===== config.mk =====
export PLATFORM = sky130hd
export DESIGN_NAME = multicycle_alu
export DESIGN_NICKNAME = d
export VERILOG_FILES = /design/src/rtl/multicycle_alu.sv
export SDC_FILE = /design/constraint.sdc
export NUM_CORES = 2
export LEC_CHECK = 0
export CELL_PAD_IN_SITES_DETAIL_PLACEMENT = 2
export CELL_PAD_IN_SITES_GLOBAL_PLACEMENT = 2
export CORE_MARGIN = 1
export CORE_UTILIZATION = 38
export DETAILED_ROUTE_END_ITERATION = 12
export PLACE_DENSITY_LB_ADDON = 0.08
export SLEW_MARGIN = 10
export SYNTH_ARGS = -nofsm -noshare
export SYNTH_HDL_FRONTEND = slang
export SYNTH_SLANG_ARGS = --single-unit

===== constraint.sdc =====
create_clock -name Clk -period 7 [get_ports Clk]
set_clock_uncertainty 0.2 [all_clocks]
set_input_delay 1.4 -clock Clk [delete_from_list [all_inputs] [get_ports Clk]]
set_output_delay 1.4 -clock Clk [all_outputs]
set_load 0.005 [all_outputs]

===== src/rtl/multicycle_alu.sv =====
// Multicycle ALU: single-cycle logic/arith ops, radix-2 Booth multiply and
// non-restoring unsigned divide, sequenced by one registered-output FSM.
module multicycle_alu #(
  parameter int WIDTH = 32,
  parameter int SHW   = $clog2(WIDTH)
) (
  input  logic             Clk,
  input  logic             Reset_n,
  input  logic             start,
  input  logic [3:0]       op,
  input  logic [WIDTH-1:0] reg1,
  input  logic [WIDTH-1:0] reg2,
  output logic             busy,
  output logic             done,
  output logic             div_zero,
  output logic [WIDTH-1:0] z_high,
  output logic [WIDTH-1:0] z_low
);

  typedef enum logic [2:0] {IDLE, EXEC, MUL, DIV, DIV_FIX, DONE} state_t;

  localparam logic [SHW:0] LAST_STEP = (SHW+1)'(WIDTH);

  state_t               state_q;
  logic [3:0]           op_q;
  logic [WIDTH-1:0]     a_q, b_q;
  logic [SHW:0]         cnt_q;
  logic [2*WIDTH+1:0]   booth_q, booth_d;
  logic [WIDTH+1:0]     rem_q, rem_d;
  logic [WIDTH-1:0]     quo_q, quo_d;
  logic [WIDTH-1:0]     rem_fix;
  logic                 busy_q, done_q, dz_q;
  logic [WIDTH-1:0]     zh_q, zl_q;

  logic [WIDTH:0]       acc, mcand, acc_sum;
  logic [WIDTH+1:0]     rem_sh, dvs;

  function automatic logic [WIDTH-1:0] exec_result(input logic [3:0] f_op,
                                                   input logic [WIDTH-1:0] a,
                                                   input logic [WIDTH-1:0] b);
    logic [SHW-1:0] amt;
    logic [SHW:0]   rev;
    amt = b[SHW-1:0];
    rev = LAST_STEP - {1'b0, amt};
    case (f_op)
      4'd2:    return a + b;
      4'd3:    return a - b;
      4'd4:    return a << amt;
      4'd5:    return a >> amt;
      // a shifted by WIDTH yields 0, so amount 0 returns a unchanged
      4'd6:    return (a >> amt) | (a << rev);
      4'd7:    return (a << amt) | (a >> rev);
      4'd8:    return a | b;
      4'd9:    return '0 - b;
      4'd10:   return a & b;
      4'd11:   return ~b;
      4'd12:   return WIDTH'($signed(a) >>> amt);
      default: return '0;
    endcase
  endfunction

  // Booth register layout: {acc[WIDTH:0], multiplier[WIDTH-1:0], q_minus1}
  always_comb begin
    acc   = booth_q[2*WIDTH+1:WIDTH+1];
    mcand = {a_q[WIDTH-1], a_q};
    case (booth_q[1:0])
      2'b01:   acc_sum = acc + mcand;
      2'b10:   acc_sum = acc - mcand;
      default: acc_sum = acc;
    endcase
    booth_d = {acc_sum[WIDTH], acc_sum, booth_q[WIDTH:1]};

    // remainder carries two extra bits so 2R +/- D never wraps
    dvs     = {2'b00, b_q};
    rem_sh  = {rem_q[WIDTH:0], quo_q[WIDTH-1]};
    rem_d   = rem_q[WIDTH+1] ? rem_sh + dvs : rem_sh - dvs;
    quo_d   = {quo_q[WIDTH-2:0], ~rem_d[WIDTH+1]};
    rem_fix = rem_q[WIDTH+1] ? rem_q[WIDTH-1:0] + b_q : rem_q[WIDTH-1:0];
  end

  always_ff @(posedge Clk or negedge Reset_n) begin
    if (!Reset_n) begin
      state_q <= IDLE;
      op_q    <= '0;
      a_q     <= '0;
      b_q     <= '0;
      cnt_q   <= '0;
      booth_q <= '0;
      rem_q   <= '0;
      quo_q   <= '0;
      busy_q  <= 1'b0;
      done_q  <= 1'b0;
      dz_q    <= 1'b0;
      zh_q    <= '0;
      zl_q    <= '0;
    end else begin
      case (state_q)
        IDLE: begin
          if (start) begin
            op_q   <= op;
            a_q    <= reg1;
            b_q    <= reg2;
            cnt_q  <= '0;
            busy_q <= 1'b1;
            if (op == 4'd0 && reg2 != '0) state_q <= DIV;
            else if (op == 4'd1)          state_q <= MUL;
            else                          state_q <= EXEC;
          end
        end
        EXEC: begin
          state_q <= DONE;
          done_q  <= 1'b1;
          if (op_q == 4'd0) begin
            zh_q <= a_q;
            zl_q <= '1;
            dz_q <= 1'b1;
          end else begin
            zh_q <= '0;
            zl_q <= exec_result(op_q, a_q, b_q);
            dz_q <= 1'b0;
          end
        end
        // first cycle loads the working register, then one step per cycle
        MUL: begin
          cnt_q <= cnt_q + 1'b1;
          if (cnt_q == '0) begin
            booth_q <= {{(WIDTH+1){1'b0}}, b_q, 1'b0};
          end else begin
            booth_q <= booth_d;
            if (cnt_q == LAST_STEP) begin
              state_q      <= DONE;
              done_q       <= 1'b1;
              dz_q         <= 1'b0;
              {zh_q, zl_q} <= booth_d[2*WIDTH:1];
            end
          end
        end
        DIV: begin
          cnt_q <= cnt_q + 1'b1;
          if (cnt_q == '0) begin
            rem_q <= '0;
            quo_q <= a_q;
          end else begin
            rem_q <= rem_d;
            quo_q <= quo_d;
            if (cnt_q == LAST_STEP) state_q <= DIV_FIX;
          end
        end
        DIV_FIX: begin
          state_q <= DONE;
          done_q  <= 1'b1;
          dz_q    <= 1'b0;
          zl_q    <= quo_q;
          zh_q    <= rem_fix;
        end
        DONE: begin
          state_q <= IDLE;
          done_q  <= 1'b0;
          busy_q  <= 1'b0;
        end
        default: state_q <= IDLE;
      endcase
    end
  end

  assign busy     = busy_q;
  assign done     = done_q;
  assign div_zero = dz_q;
  assign z_high   = zh_q;
  assign z_low    = zl_q;

endmodule


== After elaboration in Yosys (flattened, before gate mapping) ==
Index checks and enable logic that the tools add are counted.
Cells by class
  multiplexer cells: 34
  shifts and indexed selects: 5
  eq/ne operators: 25
  div/mod/pow operators: 0
  magnitude comparators: 0
  add/sub/neg operators: 10
  multiply operators: 0
  bitwise operators: 6
  reductions and logical operators: 18
Operators by type and width (count)
  $pmux W32 S11: 1
  $mux W32: 8
  $pmux W32 S3: 2
  $or A32 B32 Y32: 3
  $mux W34: 2
  $mux W66: 1
  $pmux W33 S2: 1
  $add A32 B32 Y32: 2
  $add A34 B32 Y34: 1
  $sub A34 B32 Y34: 1
  $add A33 B33 Y33: 1
  $sub A33 B33 Y33: 1
  $and A32 B32 Y32: 1
  $not A32 Y32: 1
  $reduce_bool A32 Y1: 1
  $shl A32 B5 Y32: 1
  $shl A32 B6 Y32: 1
  $shr A32 B5 Y32: 1
  $shr A32 B6 Y32: 1
  $sshr A32 B5 Y32: 1
  $sub A1 B32 Y32 const A: 1
  $sub A32 B32 Y32: 1
  $eq A4 B4 Y1 const B: 5
  $eq A4 B3 Y1 const B: 4
  30 further kinds: 55
Word-level totals
  register bits: 276
  bits in latches: 0
  word-level logic and storage cells: 111
  RAM bits: 0
  input bits: 71
  memories: 0
  ROM bits: 0

== Logic depth before layout (Yosys ltp) ==
  depth after elaboration: 6
  depth in mapped cells: 21
  depth with buffers taken out: 18

== Worst setup path before layout ==
No wires, ideal clock.
  path type: register to register
  from: register b_q[1]
  to: register rem_q[33]
  path buffers: 4
  stages on the path, launching flop included: 20
  setup slack: 2088 ps
  period minus slack after synthesis: 4912 ps
  data arrival time: 4591 ps
  cell sequence: dfrtp_1 clkbuf_1 buf_2 inv_1 ha_1 clkinv_1 buf_1 clkbuf_1 o21ai_0 ha_1 a211o_1 o211ai_1 a2111o_1 o211a_1 nor3_1 a211oi_1 o31ai_1 a21oi_1 xnor2_1 a22o_1
On the way
  cells in the longest elaborated chain, start to end: 3
  elaborated cells between the ends (all ways): 4
  classes of those cells: add/sub: 2; mux: 2
RTL lines
  start: declaration: RTL line 26  | logic [WIDTH-1:0] a_q, b_q;
  start signal: assignment: RTL line 102  | b_q <= reg2;
  $sub A34 B32 Y34 or $add A34 B32 Y34 (tied branches): RTL line 76  | rem_d = rem_q[WIDTH+1] ? rem_sh + dvs : rem_sh - dvs;
  $mux W34 (*): RTL line 76
  $mux W34 (*): RTL line 140  | if (cnt_q == '0) begin
  end signal: assignment: RTL line 144  | rem_q <= rem_d;
  end: declaration: RTL line 29  | logic [WIDTH+1:0] rem_q, rem_d;
Every way passes the cells marked *; elsewhere a longest branch is shown, timed or not.
A chain may end at the register's enable or synchronous reset.

== Worst setup path after layout ==
  from: register b_q[0]
  to: register quo_q[0]
On the way
  cells in the longest elaborated chain, start to end: 4
  elaborated cells between the ends (all ways): 5
  classes of those cells: add/sub: 2; mux: 2; bitwise: 1
RTL lines
  $sub A34 B32 Y34 or $add A34 B32 Y34 (tied branches): RTL line 76
  $mux W34 (*): RTL line 76
  $not A1 Y1 (*): RTL line 77  | quo_d = {quo_q[WIDTH-2:0], ~rem_d[WIDTH+1]};
  $mux W32 (*): RTL line 140
  end signal: assignment: RTL line 142  | quo_q <= a_q;
  end signal: assignment: RTL line 145  | quo_q <= quo_d;
  end: declaration: RTL line 30  | logic [WIDTH-1:0] quo_q, quo_d;
Marks and branches as above.

==> results <==
- The run finished, with violations left.
- The checks that failed: max-capacitance violations, max-slew violations.
- The initial antenna violation count came to 21.
- Summing all flip-flop and latch instances after layout gives 6895 sq um.
- The slack of the worst reg-to-reg path is 1.0 ns.
- The ratio of cells with drive above 1 in the final layout is 8.312%.
- The tool flagged a number of max-cap violations equal to 2.
- The commonest register cell after synthesis is dfrtp_1.
- The post-CTS setup buffer count is 0.
- In this run the cell area measured after placement is 33020 sq um.
- Clock tree synthesis inserted a total of 38 buffers.
- In the synthesized netlist the async set-or-reset flop fraction comes to 100.0%.
- The first global-routing pass estimated 272.6 mm of wire.
- The H-tree generated during clock tree synthesis spans 2 levels.
- Row generation in the floorplan step produced 103 rows.
- In the routed layout, each cell is associated on average with a via count of 7.162.
- The slew at the pin closest to its max-slew limit is 1.569 ns.
- After layout, the minimum clock period comes to 6.001 ns.
- Counting the fill cells in the layout gives 9048.
- The most critical setup path has its endpoint at quo_q[0].
- The floorplan die area is 81220 sq um.
- For this run, design rule violations remaining after detail routing come to 0.
- Counting distinct cell types in the post-synthesis netlist gives 84.
- The synthesized netlist occupies a cell area of 30430 sq um.
- The core box area is 79130 sq um.
- In this run the clock root is driven by a clkbuf_16.
- The post-detailed-route count of antenna-violating nets is 0.
- The number of DRC violations after detailed-routing iteration 0 is 4373.
- The total instance count after detailed placement is 4962.
- The multi-input combinational cell area is 22130 sq um.
- The number of cells on the worst reg-to-reg path is 17.
- The layout net count is 4229.
- The placer's final routability congestion estimate is 1.085.
- Tracing the worst setup path back leads to its startpoint at b_q[0].
- The kind of end point of the critical path is a register.
- The type of the tightest min-delay check is reg2reg.
- The floorplan step set the die width to 285.0 um.
- Setup violations remaining at the end of the flow were counted as 0.
- The worst pin sits at a relative slew slack of -5.010%.
- The total global routing track utilization is 45.88%.
- The launch point of the worst hold path is z_high[15].
- The routed length per instance is 37.98 um.
- The total count of max-transition violations in the final report came to 10.
- The clock-pin transition on the worst setup and hold timing paths is 0.07 ns.
- TritonCTS built the clock tree.
- Pin placement for this block handled 138 I/O pins.
- CTS saw 275 sinks.
- The number of detailed-route iterations in the first pass is 6.
- The buffer levels on the longest clock path is 3.
- The classification of the worst setup path is reg2reg.
- The endpoint identified for the worst register-to-register timing path is quo_q[0].
- The final cell count without fillers is 5038.
- Of the synthesized area, sequential elements account for 22.61%.
- The count of input and output buffers is 137.
- Post-CTS repair changed the size of 0 cells.
- The maximum fanout along the worst path is 34.
- After legalization and detailed placement, the total HPWL measured 142.6 mm.
- Global routing finished with a remaining overflow of 0.
- STA classifies the critical path startpoint as a register.
- The worst register-to-register path begins at b_q[0].
- Static timing analysis puts the maximum clock frequency at 0.1666 GHz.
- Dividing the final minimum period by the clock period gives 85.72%.
- Summing all non-filler instances in the final layout gives an area of 34350 sq um.
- After clock tree synthesis, the flow added hold-fix buffers numbering 0.
- The area growth from synthesis to layout is 12.89%.
- The synthesized netlist cell count is 3954.
- Once the floorplan was initialized, standard cells occupied 38.46% of the core.
- The clock latency at the later pin of the worst-skew pair is 0.61 ns.
- The hold violation total from the final report is 0.
- Summed over all layers, the routed wires come to 191.4 mm.
- The number of synthesized register bits is 275.
- The number of global-route vias before repair is 36924.
- At the worst endpoint, the required time is 7.22 ns.
- Setup repair after global routing left no endpoint under its margin.
- The total via count in the routed design is 36080.
- Entering global routing, the biggest net connects 141 pins.
- The end-of-flow core utilization is 43.41%.
- The average cell area after synthesis is 7.696 sq um.
- Summed over all failing endpoints, the final setup total negative slack is 0 ns.
- The synthesized netlist net count is 4230.
- The arrival time reported for the critical path endpoint is 6.22 ns.
- For this run, the number of Yosys warnings is 0.
- In this run the vertical extent of the chip is 285.0 um.
- Yosys mapped a number of flops with a built-in enable equal to 0.
## critical path: stages (launching register included)
cell and delay (ns):
dfrtp_4 0.71, inv_2 0.36, ha_2 0.43, nand3_1 0.27
nor2_1 0.30, a31oi_1 0.17, xnor2_1 0.18, ha_1 0.36
nand3_1 0.19, or2_2 0.36, a2111o_1 0.42, o211a_1 0.16
nor3_1 0.71, a211oi_1 0.22, o31ai_1 0.31, a21oi_1 0.13
xnor2_1 0.22, o211ai_1 0.12
## layout by cell type (no fill, tap or decap), types with 21 or more instances in the layout
cell type / Yosys / layout
clkdlybuf4s50_1: 0 / 136
a21oi_1: 314 / 313
nor3_1: 75 / 74
o211ai_1: 36 / 36
a31oi_1: 106 / 106
xnor2_1: 138 / 135
a22oi_1: 21 / 21
o21bai_1: 21 / 21
mux4_2: 85 / 85
a21o_1: 76 / 76
nand3_1: 67 / 67
o22ai_1: 60 / 60
mux2i_1: 135 / 135
a211oi_1: 60 / 60
a221oi_1: 46 / 46
xor2_1: 51 / 50
clkbuf_16: 0 / 38
nand2_1: 467 / 465
nor2b_1: 28 / 27
o31ai_1: 31 / 31
o21ai_0: 345 / 345
nand4_1: 24 / 24
nor2_1: 476 / 470
dfrtp_1: 275 / 268
ha_1: 200 / 199
buf_4: 6 / 105
nand2b_1: 47 / 45
inv_1: 109 / 109
nor4_1: 22 / 21
and3_1: 25 / 23
## area by class of cell
cell class / count / share of cell area [%]
clock inverters: 17 / 0.6556
inverters: 116 / 1.267
diodes: 6 / 0.04371
clock buffers: 52 / 3.154
flip-flops and latches: 275 / 20.07
multi-input cells: 3275 / 64.43
well taps: 1050 / 3.824
repair buffers: 247 / 6.556
## worst min-delay path by stage
stage,to,slack (ns),depth (start not counted)
after floorplan,booth_q[41],0.27,2
after global placement,z_high[14],0.28,1
after detailed placement,z_high[14],0.29,1
after CTS,z_high[14],0.30,1
after global routing,rem_q[32],0.33,2
final,z_high[15],0.31,1
## per-layer routing
metal | global-route usage (%) | part of all wire (%)
met5 | 0 | 0.073
met2 | 68.02 | 42
met3 | 13.60 | 12
met1 | 59.08 | 39
met4 | 26.59 | 7.0
## registers in the layout, indices dropped and copies added, names as in the netlist
name	flops
cnt_q	6
z_high	32
done	1
busy	1
booth_q	65
b_q	32
state_q	3
quo_q	32
op_q	4
z_low	32
rem_q	34
a_q	32
div_zero	1
## logic make-up (layout without fill, tap and decap cells)
kind of cell               after synthesis  in the layout  share of synthesized area, %
buffers and inverters                  404            432                         5.131
DFF                                    275            275                         22.61
AOI/OAI and AO/OA                     1336           1336                         28.09
other                                    0              6                             0
xor gates and xnor gates               189            189                         5.440
adders and majority gates              205            205                         8.552
and+or+nand+nor                       1311           1311                         18.92
muxes                                  234            234                         11.25
## cell usage after synthesis (17+ instances only)
library cell / n / area share [%]
nand3_1: 67 / 1.1
o21bai_1: 21 / 0.52
o22ai_1: 60 / 1.2
o221ai_1: 17 / 0.49
a221oi_1: 46 / 1.3
o211ai_1: 36 / 0.89
o21ai_0: 345 / 5.7
mux2i_1: 135 / 4.4
dfrtp_1: 275 / 23
nand4_1: 24 / 0.49
mux4_2: 85 / 6.3
ha_1: 200 / 8.2
nor2_1: 476 / 5.9
xnor2_1: 138 / 4.0
o21a_1: 19 / 0.47
nor2b_1: 28 / 0.58
inv_1: 109 / 1.3
a22oi_1: 21 / 0.52
a211oi_1: 60 / 1.5
or3_1: 19 / 0.39
and3_1: 25 / 0.51
a221o_1: 19 / 0.62
clkbuf_1: 229 / 2.8
xor2_1: 51 / 1.5
o31ai_1: 31 / 0.76
buf_2: 18 / 0.30
a2111oi_0: 17 / 0.49
nand2b_1: 47 / 0.97
a31oi_1: 106 / 2.2
nand2_1: 467 / 5.8
nor3_1: 75 / 1.2
a21o_1: 76 / 1.9
a21oi_1: 314 / 5.2
buf_1: 35 / 0.43
nor4_1: 22 / 0.45
## per-stage QoR
step	hold WS, ns	worst slack, ns
2_1_floorplan	0.2673	2.088
3_3_place_gp	0.2784	1.427
3_5_place_dp	0.2907	1.192
4_1_cts	0.3049	1.156
5_1_grt	0.3320	0.7190
6_report	0.3117	0.9993
Power is not shown: default switching activity piles up to over one toggle a cycle in this logic, so the estimate is an artifact.
